===== src/rtl/branch_predictor.sv =====
// Branch predictor: direct-mapped table of 2-bit saturating counters with
// branch targets, plus saturating resolved-branch and mispredict counters.
// Prediction is a combinational read; updates arrive from the MEM stage.

package branch_predictor_pkg;
   typedef logic [31:0] word_t;

   // Counter strength, weakest not-taken to strongest taken; bit 1 is the
   // taken prediction.
   typedef enum logic [1:0] {
      BPRED_NS = 2'b00,
      BPRED_NH = 2'b01,
      BPRED_TH = 2'b10,
      BPRED_TS = 2'b11
   } bpred_t;
endpackage

module branch_predictor
   import branch_predictor_pkg::*;
#(
   parameter int     IDX_W      = 4,
   parameter bpred_t INIT_STATE = BPRED_TH
) (
   input  logic        CLK,
   input  logic        nRST,
   input  word_t       pred_pc,
   output logic        pred_taken,
   output word_t       pred_target,
   input  logic        upd_en,
   input  word_t       upd_pc,
   input  logic        upd_taken,
   input  word_t       upd_target,
   input  logic        upd_mispred,
   output logic [15:0] mispred_cnt,
   output logic [15:0] branch_cnt
);

   localparam int N_ENT = 1 << IDX_W;
   localparam int TAG_W = 30 - IDX_W;

   logic [N_ENT-1:0] r_valid;
   logic [TAG_W-1:0] r_tag    [N_ENT];
   word_t            r_target [N_ENT];
   bpred_t           r_state  [N_ENT];
   logic [15:0]      r_mispred_cnt;
   logic [15:0]      r_branch_cnt;

   logic [IDX_W-1:0] w_pidx;
   logic [TAG_W-1:0] w_ptag;
   bpred_t           w_pstate;
   logic             w_phit;
   logic [IDX_W-1:0] w_uidx;
   logic [TAG_W-1:0] w_utag;
   logic             w_uhit;
   logic             w_unused_pc_lsbs;

   // Byte offset within the word never distinguishes branches.
   assign w_unused_pc_lsbs = ^{pred_pc[1:0], upd_pc[1:0]};

   assign w_pidx   = pred_pc[IDX_W+1:2];
   assign w_ptag   = pred_pc[31:IDX_W+2];
   assign w_pstate = r_state[w_pidx];
   assign w_phit   = r_valid[w_pidx] && (r_tag[w_pidx] == w_ptag);

   assign w_uidx = upd_pc[IDX_W+1:2];
   assign w_utag = upd_pc[31:IDX_W+2];
   assign w_uhit = r_valid[w_uidx] && (r_tag[w_uidx] == w_utag);

   // Lookup reads the registered table directly: no bypass from a same-cycle
   // update, so the new contents appear one cycle later.
   always_comb begin
      pred_taken  = w_phit && w_pstate[1];
      pred_target = '0;
      if (pred_taken) begin
         pred_target = r_target[w_pidx];
      end
   end

   assign mispred_cnt = r_mispred_cnt;
   assign branch_cnt  = r_branch_cnt;

   // One step toward strongly-taken (up=1) or strongly-not-taken (up=0).
   function automatic bpred_t f_step(input bpred_t s, input logic up);
      bpred_t n;
      n = s;
      case (s)
         BPRED_NS: n = up ? BPRED_NH : BPRED_NS;
         BPRED_NH: n = up ? BPRED_TH : BPRED_NS;
         BPRED_TH: n = up ? BPRED_TS : BPRED_NH;
         BPRED_TS: n = up ? BPRED_TS : BPRED_TH;
         default:  n = BPRED_NS;
      endcase
      return n;
   endfunction

   // Table update: train on hit, allocate on taken miss, ignore not-taken miss.
   always_ff @(posedge CLK or negedge nRST) begin
      if (!nRST) begin
         r_valid <= '0;
         for (int i = 0; i < N_ENT; i++) begin
            r_tag[i]    <= '0;
            r_target[i] <= '0;
            r_state[i]  <= BPRED_NS;
         end
      end else if (upd_en) begin
         if (w_uhit) begin
            r_state[w_uidx] <= f_step(r_state[w_uidx], upd_taken);
            if (upd_taken) begin
               r_target[w_uidx] <= upd_target;
            end
         end else if (upd_taken) begin
            r_valid[w_uidx]  <= 1'b1;
            r_tag[w_uidx]    <= w_utag;
            r_target[w_uidx] <= upd_target;
            r_state[w_uidx]  <= INIT_STATE;
         end
      end
   end

   // Saturating statistics counters.
   always_ff @(posedge CLK or negedge nRST) begin
      if (!nRST) begin
         r_branch_cnt  <= '0;
         r_mispred_cnt <= '0;
      end else if (upd_en) begin
         if (r_branch_cnt != 16'hFFFF) begin
            r_branch_cnt <= r_branch_cnt + 16'd1;
         end
         if (upd_mispred && (r_mispred_cnt != 16'hFFFF)) begin
            r_mispred_cnt <= r_mispred_cnt + 16'd1;
         end
      end
   end

endmodule


===== config.mk =====
export PLATFORM = sky130hd
export DESIGN_NAME = branch_predictor
export DESIGN_NICKNAME = d
export VERILOG_FILES = /design/src/rtl/branch_predictor.sv
export SDC_FILE = /design/constraint.sdc
export NUM_CORES = 1
export LEC_CHECK = 0
export ABC_AREA = 0
export CAP_MARGIN = 10
export CORE_ASPECT_RATIO = 0.6
export CORE_MARGIN = 2
export CORE_UTILIZATION = 33
export DETAILED_ROUTE_END_ITERATION = 8
export GPL_TIMING_DRIVEN = 0
export RECOVER_POWER = 25
export SLEW_MARGIN = 20
export SYNTH_ARGS = -nofsm -noshare
export SYNTH_HDL_FRONTEND = slang
export SYNTH_SLANG_ARGS = --single-unit

===== constraint.sdc =====
create_clock -name CLK -period 8.5 [get_ports CLK]
set_input_delay 2.125 -clock CLK [delete_from_list [all_inputs] [get_ports CLK]]
set_output_delay 2.125 -clock CLK [all_outputs]
set_load 0.05 [all_outputs]

== Word-level counts from Yosys, hierarchy flattened ==
Cells that the tools add are included.

* Flip-flop bits (word level): 1008
* Bits of input ports: 101
* Word-level logic and storage cells: 126

* Add/sub/neg operators: 2
* $lt $le $gt $ge: 6
* Eq/ne operators: 7
* Mux-type cells: 40
* Bitwise gates (word level): 7
* Reductions and logical operators: 13

{| class="wikitable"
|+ Operator list
! operator !! number
|-
| $bwmux W512 || 1
|-
| $bwmux W416 || 1
|-
| $bmux W26 S4 || 2
|-
| $mux W32 || 6
|-
| $mux W26 || 5
|-
| $bmux W32 S4 || 1
|-
| $demux W32 S4 || 1
|-
| $demux W26 S4 || 1
|-
| $eq A26 B26 Y1 || 2
|-
| $add A16 B1 Y16 const B || 2
|-
| $bwmux W32 || 1
|-
| $ne A16 B16 Y1 const B || 2
|-
| $or A16 B16 Y16 || 2
|-
| $mux W2 || 9
|-
| $and A16 B16 Y16 || 1
|-
| $bmux W2 S4 || 2
|-
| $not A16 Y16 || 1
|-
| $ge A5 B5 Y1 const B || 2
|-
| $lt A4 B5 Y1 const B || 2
|-
| $not A4 Y5 || 2
|-
| $bmux W1 S4 || 2
|-
| $demux W2 S4 || 1
|-
| $pmux W2 S4 || 1
|-
| $reduce_and A2 Y1 || 4
|-
| other kinds (11) || 21
|}

== Logic depth before layout (Yosys ltp) ==
* Depth in word-level cells: 10
* Gate-level depth with buffers: 17
* Mapped depth without buffers: 10

== Worst setup path after synthesis ==
No wires, ideal clock.

* Kind: input to output
* From: input port pred_pc[2]
* To: output port pred_target[10]
* Data arrival time: 5.516 ns
* Data required time: 6.375 ns
* Setup slack: 0.859 ns
* Stages on the path: 10
* Path buffers: 3
* Cell sequence: clkbuf_1 > buf_1 > mux4_2 > mux4_2 > xnor2_1 > nand4_1 > nor4_1 > nand4_1 > clkbuf_1 > nor2b_1

* Cells in the longest elaborated chain, start to end: 8

{| class="wikitable"
|+ RTL lines
! item !! RTL line !! source
|-
| from (decl) || 26 || <nowiki>input word_t pred_pc,</nowiki>
|-
| $not A4 Y5 (not written as such) || 62, 63, 75 ||
|-
| $bmux W26 S4 || 63 || <nowiki>assign w_phit = r_valid[w_pidx] && (r_tag[w_pidx] == w_ptag);</nowiki>
|-
| $mux W26 (not written as such) (2 in series) || 63 ||
|-
| $eq A26 B26 Y1 || 63 ||
|-
| $logic_and A1 B1 Y1 || 63 ||
|-
| $logic_and A1 B1 Y1 || 72 || <nowiki>pred_taken = w_phit && w_pstate[1];</nowiki>
|-
| $mux W32 * || 74 || <nowiki>if (pred_taken) begin</nowiki>
|-
| to (decl) || 28 || <nowiki>output word_t pred_target,</nowiki>
|}

Mark *: on every way between the ends. The rest lies on a longest branch, timed or not. The select of a mux whose other input is x is not followed.

== Worst setup path after layout ==
* From: input port pred_pc[3]
* To: output port pred_target[11]

The elaborated chain is that of the path after synthesis.

==> results.toml <==
[final_layout]
finalInstanceArea_sq_um = 58300
share_of_final_layout_standard_cells_stronger_than_drive_strength_1 = 0.434
syn_to_final_growth_pct = 15.4
layout.cells.non_filler = 5567
finish.utilization = 0.383
register_cell_area_after_layout_sq_um = 25200
multiInputGateArea_sq_um = 23500
final_nets = 3548
n_fill_cell = 14100

[die]
die_w_um = 509
io-pin-count = 166
std_cell_rows = 111
die_h_um = 307
floorplan.initialDensity = 0.331
fp.dieArea_sq_um = 156000
core_sq_um = 152000

[timing]
max-slew-margin-rel = -1.21
max_freq_mhz = 120
finalSetupTns_ns = 0
slew_viol_final = 429
timing.final.crit_share = 0.984
finalSetupViolCount = 0
finalWorstSetupSlack_ns = 0.138
total_count_of_hold_check_failures_in_the_final_report = 0
hold-worst-slack_ns = 0.491
unrepaired_setup_endpoints_after_global_routing = "no"
clock-skew-final_ns = 0.0839
timing_worst_slew_pin_value_ns = 3.32
time_the_worst_path_needs_with_i_o_delays_and_setup_ns = 8.36

[setup_path]
worst_ep_arrival_time_ns = 6.24
cp_data_required_time_ns = 6.38
startpoint_to_endpoint_class_of_the_critical_path = "input pin to output pin"
worst-path-max-fanout = 10
crit_path_end_kind = "output pin"
cp-start-kind = "input pin"

[clock_network]
root_buffer = "clkbuf_16"
max-clock-path-buffers = 3
tritoncts_clock_tree = "done"
hold_buffers = 0
insertion_delay_ns = 0.78
cts-htree-levels = 3
cts_inserted_buffers = 101
worst_setup_hold_path_clk_slew_ns = 0.06
numClockSinks = 1008

[global_route]
grt_overflow = 0
first_global_vias = 31300
grt_start_max_net_pins = 146
wire_length_of_the_first_global_routing_pass_mm = 234
grt_antenna_before_repair = 10
track_usage = 0.207

[synth]
postSynthCellCount = 3198
syn_area_per_cell_sq_um = 15.8
async_flop_share = 1.00
ys.warnings.count = 0
syn-cell-area_sq_um = 50500
synth_enable_flop_cells = 0
post_synth_num_cell_types = 64
ys_ff_latch = 1008
synth-main-ff-cell = "dfrtp_1"
syn_nets = 3301
synth_seq_area_share = 0.500

[placement]
gp_congestion = 0.960
place.detailed.hpwl_mm = 115
place_worst_setup_slack_ns = -2.56
place.detailed.instances = 5374
placement.cell_area_sq_um = 54700
io_buffer_count = 131

[job]
cap_viol_max_count = 4

[power_and_ir_drop]
p_sw_frac = 0.278
p_comb_frac = 0.199
power.net_switching_mw = 3.89
seq_pwr_share = 0.450
p_clk_frac = 0.351
power.density_cell_area_nw_per_um2 = 240
ir_worst_vdd_uv = 160
leakage_power_of_the_design_nw = 25.4
cell_internal_pwr_mw = 10.1
totalPowerFinal_mw = 14.0

[status]
failed_checks = "capacitance limit, slew limit"
outcome = "complete, but fails checks"

[routing]
avgRoutedWirePerCell_um = 29.1
post-route-drc-count = 0
postRouteAntennaNets = 0
num_vias = 31200
drt-vias-per-instance = 5.60
detailedRoute.firstPassIterationCount = 6
drt_iter0_markers = 3649
drt-total-wl_mm = 162

[hold_path]
min_path_type = "flop to flop"
[timing repair]
item,CTS,global route
buffers inserted,2,0
hold endpoints to repair,0,0
resized for setup,139,57
endpoints found under the setup margin,33,33
pin swaps,1,1
[power by group through the flow]
| stage | Combinational [mW] | Clock (mW) | Sequential (mW) |
|---|---|---|---|
| global route | 2.95 | 5.21 | 6.41 |
| global placement | 2.68 | 0 | 6.39 |
| detailed placement | 2.76 | 0 | 6.36 |
| finish | 2.79 | 4.92 | 6.31 |
| floorplan | 1.91 | 0 | 6.25 |
| CTS | 2.78 | 5.01 | 6.28 |
[final timing paths]
check	from	end	slack (ns)	cells past startpoint
max	pred_pc[3]	pred_target[11]	0.14	12
min	r_state[18]	r_state[18]	0.49	1
max reg2reg	r_tag[223]	r_tag[172]	4.37	12
min reg2reg	r_state[18]	r_state[18]	0.49	1
max in group asynchronous	nRST	r_target[58]	1.23	4
min in group asynchronous	nRST	r_tag[45]	2.53	1
[area by class of cell]
cell class	instances	area share
clock buffer	143	0.0507
timing repair buffer	144	0.0243
inverter	27	0.00174
sequential	1008	0.433
buffer	304	0.0314
multi-input combinational	1859	0.404
tap	2034	0.0437
antenna	6	0.000258
clock inverter	42	0.0114
[critical path: stages]
cell and delay, ns:
clkbuf_2 0.30, buf_2 0.52, mux4_2 0.40, mux4_2 0.59, xnor2_1 0.18, o211ai_1 0.31
nor4_4 0.52, nand4_1 0.13, buf_4 0.22, buf_2 0.26, nor2b_1 0.23, clkdlybuf4s15_2 0.40
[kinds of logic (layout without fill, tap and decap cells)]
family / Yosys count / in the layout / synth area share
AOI/OAI and AO/OA: 142 / 142 / 0.0209
xor gates and xnor gates: 87 / 87 / 0.0151
adders and majority gates: 4 / 4 / 0.000892
buffers and inverters: 331 / 660 / 0.0357
DFF: 1008 / 1008 / 0.500
muxes: 1384 / 1384 / 0.402
other: 0 / 6 / 0
and+or+nand+nor: 242 / 242 / 0.0254
[Yosys cell counts (5+ instances only)]
cell         n  area share
buf_2       29      0.0029
nand4_1     11      0.0014
a2bb2o_1     6      0.0012
o211ai_1     9      0.0013
nor3_1       7     0.00069
a31oi_1      9      0.0011
buf_4       36      0.0054
xor2_1      28      0.0049
mux4_2     387        0.17
o22ai_1      8     0.00099
and2_1      10      0.0012
nor2_1      36      0.0027
mux2i_1     62       0.012
mux2_4     122       0.036
a211oi_1     5     0.00074
xnor2_1     59       0.010
buf_6       21      0.0047
o21ai_0     19      0.0019
and3_1       5     0.00062
a22o_1       8      0.0014
buf_12      14      0.0056
nor2b_1     43      0.0053
buf_1       21      0.0016
nand2_1     46      0.0034
nand3_1     37      0.0037
nand2b_1    23      0.0028
mux2_1     184       0.041
nand2b_2     6      0.0010
a21oi_1     14      0.0014
nor4_1       7     0.00087
dfrtp_1   1008        0.50
a32o_1       7      0.0014
mux2_2     629        0.14
clkbuf_1   181       0.013
inv_1       26      0.0019
a22oi_1     33      0.0049
[flip-flops by register name (all words and copies together), names as in the netlist]
name         flops
r_state         32
r_target       512
branch_cnt      16
r_tag          416
r_valid         16
mispred_cnt     16
[cell usage in the layout (no fill, tap or decap), drive strengths merged, types with 7 or more instances in the layout]
| cell type | netlist | layout |
|---|---|---|
| dfrtp | 1008 | 1008 |
| mux2 | 935 | 935 |
| mux4 | 387 | 387 |
| clkbuf | 183 | 344 |
| buf | 121 | 141 |
| clkdlybuf4s50 | 0 | 97 |
| mux2i | 62 | 62 |
| xnor2 | 59 | 59 |
| nand2 | 46 | 46 |
| nor2b | 43 | 43 |
| nand3 | 37 | 37 |
| nor2 | 36 | 36 |
| a22oi | 33 | 33 |
| nand2b | 29 | 29 |
| xor2 | 28 | 28 |
| inv | 26 | 27 |
| clkinv | 1 | 24 |
| o21ai | 21 | 21 |
| a21oi | 14 | 14 |
| bufinv | 0 | 13 |
| nand4 | 11 | 11 |
| and2 | 10 | 10 |
| o211ai | 9 | 9 |
| a31oi | 9 | 9 |
| a22o | 8 | 8 |
| o22ai | 8 | 8 |
| clkdlybuf4s15 | 0 | 8 |
| nor3 | 7 | 7 |
| a32o | 7 | 7 |
| nor4 | 7 | 7 |
[layer usage]
layer	vias up	routed length, um	global-route usage
met5	-	98	0
met4	6	3750	0.0473
met3	241	16900	0.0746
met2	1303	62400	0.260
met1	17000	78700	0.329
li1	12600	-	-
Power figures use the tool's default switching activity.
